### src/rtl/serial_halfadd_sched.sv
// -----------------------------------------------------------------------------
// serial_halfadd_sched
//
// Performs a WIDTH-bit add, LSB first, by time-sharing a single AND/XOR
// half-adder cell. Each operand bit uses the cell twice:
//   PASS1 : x=a[idx], y=b[idx]    -> s1 = x^y, c1 = x&y
//   PASS2 : x=s1,     y=carry     -> acc[idx] = x^y, carry = c1 | (x&y)
// After the last bit the result is registered into sum/cout, and done
// pulses for one cycle.
//
// Ports
//   clk    : system clock; all state updates on the rising edge
//   rst    : synchronous active-high reset; aborts any add in progress
//   start  : request pulse, sampled only while idle
//   a, b   : WIDTH-bit operands, captured on the accepted start edge
//   cin    : carry-in, captured on the accepted start edge
//   busy   : high while the bit passes are running
//   done   : one-cycle pulse in the cycle sum/cout show a new result
//   sum    : registered result; holds the last completed value
//   cout   : registered carry-out; holds the last completed value
// -----------------------------------------------------------------------------
module serial_halfadd_sched #(
    parameter int WIDTH = 4,
    parameter int IDXW  = 5
) (
    input  logic             clk,
    input  logic             rst,
    input  logic             start,
    input  logic [WIDTH-1:0] a,
    input  logic [WIDTH-1:0] b,
    input  logic             cin,
    output logic             busy,
    output logic             done,
    output logic [WIDTH-1:0] sum,
    output logic             cout
);

    typedef enum logic [1:0] {
        S_IDLE  = 2'd0,
        S_PASS1 = 2'd1,
        S_PASS2 = 2'd2,
        S_DONE  = 2'd3
    } state_t;

    state_t           r_state;
    logic [WIDTH-1:0] r_a;
    logic [WIDTH-1:0] r_b;
    logic [IDXW-1:0]  r_idx;
    logic             r_s1;
    logic             r_c1;
    logic             r_carry;
    logic [WIDTH-1:0] r_acc;
    logic             r_busy;
    logic             r_done;
    logic [WIDTH-1:0] r_sum;
    logic             r_cout;

    logic [WIDTH-1:0] w_a_sh;
    logic [WIDTH-1:0] w_b_sh;
    logic [WIDTH-1:0] w_bit_mask;
    logic [WIDTH-1:0] w_acc_next;
    logic             w_ha_x;
    logic             w_ha_y;
    logic             w_ha_s;
    logic             w_ha_c;
    logic             w_last_bit;

    // Shared half-adder cell: operand mux selects which pass is using it.
    always_comb begin
        w_a_sh     = r_a >> r_idx;
        w_b_sh     = r_b >> r_idx;
        w_bit_mask = WIDTH'(1) << r_idx;
        w_last_bit = (r_idx == IDXW'(WIDTH - 1));
        w_ha_x     = 1'b0;
        w_ha_y     = 1'b0;
        if (r_state == S_PASS1) begin
            w_ha_x = w_a_sh[0];
            w_ha_y = w_b_sh[0];
        end else if (r_state == S_PASS2) begin
            w_ha_x = r_s1;
            w_ha_y = r_carry;
        end else begin
            w_ha_x = 1'b0;
            w_ha_y = 1'b0;
        end
        w_ha_s = w_ha_x ^ w_ha_y;
        w_ha_c = w_ha_x & w_ha_y;
        // Accumulator with the current bit written, so the final bit can be
        // folded into sum on the same edge that enters DONE.
        if (w_ha_s) begin
            w_acc_next = r_acc | w_bit_mask;
        end else begin
            w_acc_next = r_acc & ~w_bit_mask;
        end
    end

    // Sequencer FSM with registered busy/done/sum/cout.
    always_ff @(posedge clk) begin
        if (rst) begin
            r_state <= S_IDLE;
            r_a     <= '0;
            r_b     <= '0;
            r_idx   <= '0;
            r_s1    <= 1'b0;
            r_c1    <= 1'b0;
            r_carry <= 1'b0;
            r_acc   <= '0;
            r_busy  <= 1'b0;
            r_done  <= 1'b0;
            r_sum   <= '0;
            r_cout  <= 1'b0;
        end else begin
            case (r_state)
                S_IDLE: begin
                    r_done <= 1'b0;
                    if (start) begin
                        r_a     <= a;
                        r_b     <= b;
                        r_carry <= cin;
                        r_idx   <= '0;
                        r_acc   <= '0;
                        r_busy  <= 1'b1;
                        r_state <= S_PASS1;
                    end else begin
                        r_busy  <= 1'b0;
                        r_state <= S_IDLE;
                    end
                end
                S_PASS1: begin
                    r_s1    <= w_ha_s;
                    r_c1    <= w_ha_c;
                    r_state <= S_PASS2;
                end
                S_PASS2: begin
                    r_acc   <= w_acc_next;
                    r_carry <= r_c1 | w_ha_c;
                    if (w_last_bit) begin
                        // Results and done become visible together in DONE.
                        r_sum   <= w_acc_next;
                        r_cout  <= r_c1 | w_ha_c;
                        r_done  <= 1'b1;
                        r_busy  <= 1'b0;
                        r_state <= S_DONE;
                    end else begin
                        r_idx   <= r_idx + IDXW'(1);
                        r_state <= S_PASS1;
                    end
                end
                S_DONE: begin
                    r_done  <= 1'b0;
                    r_state <= S_IDLE;
                end
                default: begin
                    r_busy  <= 1'b0;
                    r_done  <= 1'b0;
                    r_state <= S_IDLE;
                end
            endcase
        end
    end

    assign busy = r_busy;
    assign done = r_done;
    assign sum  = r_sum;
    assign cout = r_cout;

endmodule

### config.mk
export PLATFORM = sky130hd
export DESIGN_NAME = serial_halfadd_sched
export DESIGN_NICKNAME = d
export VERILOG_FILES = /design/src/rtl/serial_halfadd_sched.sv
export SDC_FILE = /design/constraint.sdc
export NUM_CORES = 1
export LEC_CHECK = 0
export BUFFER_PORTS_ARGS = -buffer_cell sky130_fd_sc_hd__buf_2
export CAP_MARGIN = 20
export CORE_MARGIN = 10
export CORE_UTILIZATION = 40
export DETAILED_ROUTE_END_ITERATION = 10
export PLACE_DENSITY = 0.64
export REMOVE_ABC_BUFFERS = 1
export SYNTH_ARGS = -nofsm -noshare
export SYNTH_HDL_FRONTEND = slang
export SYNTH_SLANG_ARGS = --single-unit
### constraint.sdc
create_clock -name clk -period 2.3 [get_ports clk]
set_clock_uncertainty 0.1 [all_clocks]
set_input_delay 0 -clock clk [delete_from_list [all_inputs] [get_ports clk]]
set_output_delay 0 -clock clk [all_outputs]
set_load 0.03 [all_outputs]
After elaboration in Yosys (flattened, before gate mapping)
Cells that the tools add are included.

word-level totals
  flip-flop bits (word level) = 29
  bits of input ports = 12
  output and inout port bits = 7
  word-level logic and storage cells = 59

cells by class
  add/sub/neg operators = 1
  equality and inequality tests = 7
  shift-type cells = 3
  mux-type cells = 20
  bitwise gates (word level) = 6
  reduce and logical (&&, ||, !) cells = 10

operators by type and width
  kind                   count
  $mux W5                2
  $pmux W5 S2            1
  $reduce_and A2 Y1      5
  $shr A4 B5 Y1          2
  $mux W1                9
  $mux W4                2
  $pmux W2 S4            1
  $pmux W4 S2            1
  $ne A2 B2 Y1 const B   3
  $pmux W1 S2            3
  $add A5 B1 Y5 const B  1
  $eq A5 B2 Y1 const B   1
  $shl A1 B5 Y4 const A  1
  $and A4 B4 Y4          1
  $eq A2 B2 Y1 const B   2
  $not A4 Y4             1
  $or A4 B4 Y4           1
  $reduce_bool A2 Y1     2
  $reduce_and A3 Y1      1
  $eq A2 B1 Y1 const B   1
  $logic_not A2 Y1       1
  $mux W2                1
  $reduce_or A2 Y1       1
  $and A1 B1 Y1          1
  other kinds (2)        2

Depth between registers and ports, before layout
  depth in word-level cells = 6
  mapped depth = 10
  depth with buffers taken out = 9

Least setup slack after synthesis
No wires, ideal clock.

  path kind = reg2reg
  from = reg r_idx[1]
  to = reg r_sum[2] (netlist: sum[2])
  library setup time = 0.073 ns
  arrival = 2.265 ns
  required time = 2.127 ns
  setup slack = -0.138 ns
  cell stages (with the launch flop) = 10
  buffers on the path = 1
  clock period less this slack = 2.438 ns
  path through = dfxtp_1 > clkbuf_1 > mux4_2 > nand3_1 > o21ai_0 > ha_1 > or4b_4 > nor3b_2 > a211oi_1 > nor3_2

between the ends
  longest elaborated chain between the ends = 4
  elaborated cells on any way between the ends = 12
  classes of those cells = eq/ne: 1; shift: 3; mux: 3; bitwise: 4; reduce/logical: 1

RTL lines
  what                              RTL line  source
  start, declared                   48        logic [IDXW-1:0] r_idx;
  start signal, assigned            145       r_idx <= r_idx + IDXW'(1);
  $shr A4 B5 Y1 (on tied branches)  70, 71
  $mux W1                           76        if (r_state == S_PASS1) begin
  $xor A1 B1 Y1 *                   86        w_ha_s = w_ha_x ^ w_ha_y;
  net w_ha_s                        64        logic w_ha_s;
  $mux W4 *                         90        if (w_ha_s) begin
  end signal, assigned              139       r_sum <= w_acc_next;
  end, declared                     55        logic [WIDTH-1:0] r_sum;

Mark *: on every way through the listed nets, which the timed path passes. The rest lies on a longest branch.
A chain may end at the register's enable or synchronous reset.

Worst setup path after layout
  from = reg r_idx[0]
  to = reg r_sum[1] (netlist: sum[1])

Same word-level chain as after synthesis.

==> report_table.html <==
<table>
<tr><th>Metric</th><th>Value</th></tr>
<tr><th colspan="2">Run status</th></tr>
<tr><td>Result of the run</td><td>finished with violations</td></tr>
<tr><td>Failing checks</td><td>negative setup slack</td></tr>
<tr><th colspan="2">Synthesis</th></tr>
<tr><td>Sequential cell area fraction in the yosys report</td><td>42.1%</td></tr>
<tr><td>Number of flops mapped to enable cells by yosys</td><td>0</td></tr>
<tr><td>Number of instances in the synthesized netlist</td><td>162</td></tr>
<tr><td>Post-synthesis cell area</td><td>0.00138 sq mm</td></tr>
<tr><td>Ys flop type</td><td>sky130_fd_sc_hd__dfxtp_1</td></tr>
<tr><td>Fraction of registers with async set/reset</td><td>0%</td></tr>
<tr><td>Avg Inst Size Synth</td><td>8.50 sq um</td></tr>
<tr><td>Number of library cell types mapped by synthesis</td><td>33</td></tr>
<tr><td>#FFs+latches synth</td><td>29</td></tr>
<tr><td>Synthesis Warnings</td><td>0</td></tr>
<tr><th colspan="2">Setup path</th></tr>
<tr><td>Startpoint of the worst register-to-register path</td><td>r_idx[0]</td></tr>
<tr><td>Critical path capture point type</td><td>register</td></tr>
<tr><td>Category of the most critical setup path</td><td>register to register</td></tr>
<tr><td>Req. time, crit path</td><td>2.46 ns</td></tr>
<tr><td>Signal arrival time at the worst endpoint</td><td>2.50 ns</td></tr>
<tr><td>Critical Path Fanout Max</td><td>4</td></tr>
<tr><td>Number of cells traversed by the worst register-to-register path</td><td>8</td></tr>
<tr><td>Startpoint type of the worst setup path</td><td>register</td></tr>
<tr><td>Worst reg-to-reg setup slack</td><td>-0.04 ns</td></tr>
<tr><td>Worst reg2reg path endpoint</td><td>sum[1]</td></tr>
<tr><th colspan="2">Min path</th></tr>
<tr><td>Endpoint of the worst hold-timing path</td><td>r_carry</td></tr>
<tr><td>Hold Path Depth</td><td>5</td></tr>
<tr><td>Path type of the worst min-delay path</td><td>input port to register</td></tr>
<tr><td>Startpoint of the lowest-slack hold path</td><td>cin</td></tr>
<tr><th colspan="2">Drt</th></tr>
<tr><td>Avg WL per Cell</td><td>12.8 um</td></tr>
<tr><td>Count of nets left with antenna violations after detail routing</td><td>0</td></tr>
<tr><td>Routed via count</td><td>1,238</td></tr>
<tr><td>First drt pass iteration count</td><td>4</td></tr>
<tr><td>Number of remaining DRC errors</td><td>0</td></tr>
<tr><td>Vias per std cell</td><td>5.09</td></tr>
<tr><td>Total length of routed wires</td><td>3.10 mm</td></tr>
<tr><td>Drt first-iter violations</td><td>66</td></tr>
<tr><th colspan="2">Final layout</th></tr>
<tr><td>Number of nets in the layout</td><td>213</td></tr>
<tr><td>Final standard cell count with taps included and fillers excluded</td><td>243</td></tr>
<tr><td>Final standard cell utilization of the core</td><td>51.1%</td></tr>
<tr><td>Most common library cell in the layout ignoring fill and taps</td><td>sky130_fd_sc_hd__dfxtp_1</td></tr>
<tr><td>Layout cell share with drive strength beyond 1</td><td>22.3%</td></tr>
<tr><td>Most frequent cells in the layout</td><td>sky130_fd_sc_hd__dfxtp_1 (28), sky130_fd_sc_hd__nand2_1 (23), sky130_fd_sc_hd__nor2_1 (20), sky130_fd_sc_hd__buf_2 (18), sky130_fd_sc_hd__a21oi_1 (17)</td></tr>
<tr><td>Diode count</td><td>0</td></tr>
<tr><td>Area overhead of the layout relative to synthesis</td><td>23.8%</td></tr>
<tr><th colspan="2">Placed design</th></tr>
<tr><td>Dpl hpwl</td><td>2.19 mm</td></tr>
<tr><td>Placer's final routability congestion estimate</td><td>0.852</td></tr>
<tr><td>Number of port buffers</td><td>18</td></tr>
<tr><td>Count of placed standard cells including taps</td><td>227</td></tr>
<tr><th colspan="2">Timing</th></tr>
<tr><td>Relative slew slack</td><td>66.8%</td></tr>
<tr><td>Smallest hold slack</td><td>0.0150 ns</td></tr>
<tr><td>RSZ-0062 raised after global routing</td><td>yes</td></tr>
<tr><td>Slew Limit Fails</td><td>0</td></tr>
<tr><td>Final worst slack</td><td>-0.0375 ns</td></tr>
<tr><td>Achievable clock frequency</td><td>0.428 GHz</td></tr>
<tr><td># setup viols final</td><td>3</td></tr>
<tr><td>Crit share post-route</td><td>102%</td></tr>
<tr><td>Final hold vios</td><td>0</td></tr>
<tr><td>Minimum period implied by the final worst setup slack</td><td>2.34 ns</td></tr>
<tr><td>Tightest Pin Transition</td><td>0.499 ns</td></tr>
<tr><th colspan="2">Power and ir drop</th></tr>
<tr><td>Power density of the placed cells</td><td>543 mW/mm^2</td></tr>
<tr><td>P_leak</td><td>0.672 nW</td></tr>
<tr><td>Tot Pwr</td><td>0.927 mW</td></tr>
<tr><td>IR drop worst, VDD</td><td>0.365 mV</td></tr>
<tr><th colspan="2">Clock tree</th></tr>
<tr><td>CTS tree</td><td>done</td></tr>
<tr><td>Clock input transition at the sequential cells of the worst setup and hold paths</td><td>0.09 ns</td></tr>
<tr><td>Number of CTS-inserted buffers</td><td>5</td></tr>
<tr><td>Root Driver</td><td>sky130_fd_sc_hd__clkbuf_4</td></tr>
<tr><td>Number of clock sinks</td><td>29</td></tr>
<tr><td>Maximum root-to-sink buffer count</td><td>2</td></tr>
<tr><td>Buffers inserted by post-CTS timing repair</td><td>0</td></tr>
<tr><td>Number of H-tree branching levels</td><td>2</td></tr>
<tr><td>Clock latency reported for the late side of the worst-skew pair</td><td>0.33 ns</td></tr>
<tr><th colspan="2">Global route</th></tr>
<tr><td>Antenna violations before repair</td><td>0</td></tr>
<tr><td>First-pass GRT wire length</td><td>5.49 mm</td></tr>
<tr><td>Total congestion overflow</td><td>0</td></tr>
<tr><td>Largest net degree at the start of global routing</td><td>30</td></tr>
<tr><td>Total global routing track utilization</td><td>10.9%</td></tr>
<tr><td>Vias in the first global route</td><td>1,248</td></tr>
<tr><th colspan="2">Die</th></tr>
<tr><td>Cell row count</td><td>21</td></tr>
<tr><td>Total core area</td><td>0.00334 sq mm</td></tr>
<tr><td>Die Footprint</td><td>0.00619 sq mm</td></tr>
<tr><td>DIE HEIGHT</td><td>78.7 um</td></tr>
<tr><td>IO Pins</td><td>19</td></tr>
<tr><td>Initial Util</td><td>41.3%</td></tr>
<tr><td>Die Span X</td><td>78.7 um</td></tr>
<tr><th colspan="2">Job</th></tr>
<tr><td>Max Cap Violations</td><td>0</td></tr>
</table>
==> logic make-up after synthesis <==
logic type | Yosys count | share of synthesized area, %
xor gates and xnor gates | 2 | 1.27
adders and majority gates | 5 | 4.54
muxes | 7 | 6.99
DFF | 29 | 42.1
AOI/OAI and AO/OA | 35 | 15.1
buffers and inverters | 10 | 3.09
and+or+nand+nor | 74 | 26.9
==> worst max path at each step <==
stage / slack (ns) / cells past startpoint / end / start
floorplan: -0.30 / 8 / sum[2] / r_idx[0]
global placement: -0.10 / 8 / sum[2] / r_idx[0]
detailed placement: -0.15 / 8 / sum[2] / r_idx[0]
CTS: -0.04 / 8 / sum[1] / r_idx[0]
global route: -0.15 / 8 / sum[1] / r_idx[0]
finish: -0.04 / 8 / sum[1] / r_idx[0]
==> through the flow <==
step / setup TNS (ns) / setup WS (ns) / instance area [sq um]
6_report: -0.0869 / -0.0375 / 1710
3_5_place_dp: -0.486 / -0.153 / 1560
4_1_cts: -0.0867 / -0.0383 / 1700
3_3_place_gp: -0.288 / -0.101 / 1560
2_1_floorplan: -0.994 / -0.295 / 1340
5_1_grt: -0.546 / -0.147 / 1710
==> layout make-up <==
class,instances,area (sq um)
flip-flops and latches,29,584
repair buffers,35,238
multi-input cells,123,769
fillers,339,1630
well taps,46,57.6
inverters,2,7.51
clock buffers,8,48.8
==> what timing repair did <==
| item | CTS | global route |
|---|---|---|
| hold endpoints to repair | 8 | 0 |
| resized for setup | 6 | 1 |
| setup endpoints to repair | 4 | 4 |
| pin swaps | 8 | 0 |
| hold buffers | 8 | 0 |
==> flip-flops by register name, summed over array words and instances, names as in the netlist <==
register	flops
r_acc	4
r_s1	1
busy	1
r_idx	5
sum	4
r_c1	1
r_state	2
r_a	4
r_carry	1
r_b	4
cout	1
done	1
==> where the power goes <==
group	switching [mW]	internal (mW)	total (mW)
Clock	0.167	0.121	0.288
Combinational	0.0623	0.0531	0.115
Sequential	0.00788	0.515	0.523
==> per-layer routing <==
layer / track usage (%) / up-vias / part of all wire (%)
li1: - / 638 / -
met1: 10.9 / 574 / 45
met2: 18.7 / 21 / 47
met3: 5.47 / 5 / 5.5
met4: 4.84 / 0 / 1.9
met5: 0 / - / 0
==> cells in the mapped netlist (all sizes together), types with 2 or more instances <==
library cell	n	area, sq um
a211oi	5	42.5
nand2	23	86.3
nand3	6	30.0
nor3	8	55.1
ha	5	62.6
inv	2	7.51
nand2b	8	50.1
clkbuf	6	22.5
dfxtp	29	581
xor2	2	17.5
nand4	2	12.5
a21oi	17	85.1
o21ai	6	30.0
mux4	2	45.0
buf	2	12.5
mux2i	4	40.0
nor2	20	75.1
o22ai	4	25.0
==> worst max-delay path: stages, from the launching register on <==
cell	delay [ns]
sky130_fd_sc_hd__dfxtp_4	0.37
sky130_fd_sc_hd__mux4_2	0.50
sky130_fd_sc_hd__nand3_2	0.07
sky130_fd_sc_hd__o21ai_1	0.07
sky130_fd_sc_hd__ha_1	0.30
sky130_fd_sc_hd__or4b_4	0.50
sky130_fd_sc_hd__nor2_1	0.11
sky130_fd_sc_hd__a221oi_1	0.08
sky130_fd_sc_hd__nor3_1	0.16
(Power assumes the default switching activity.)
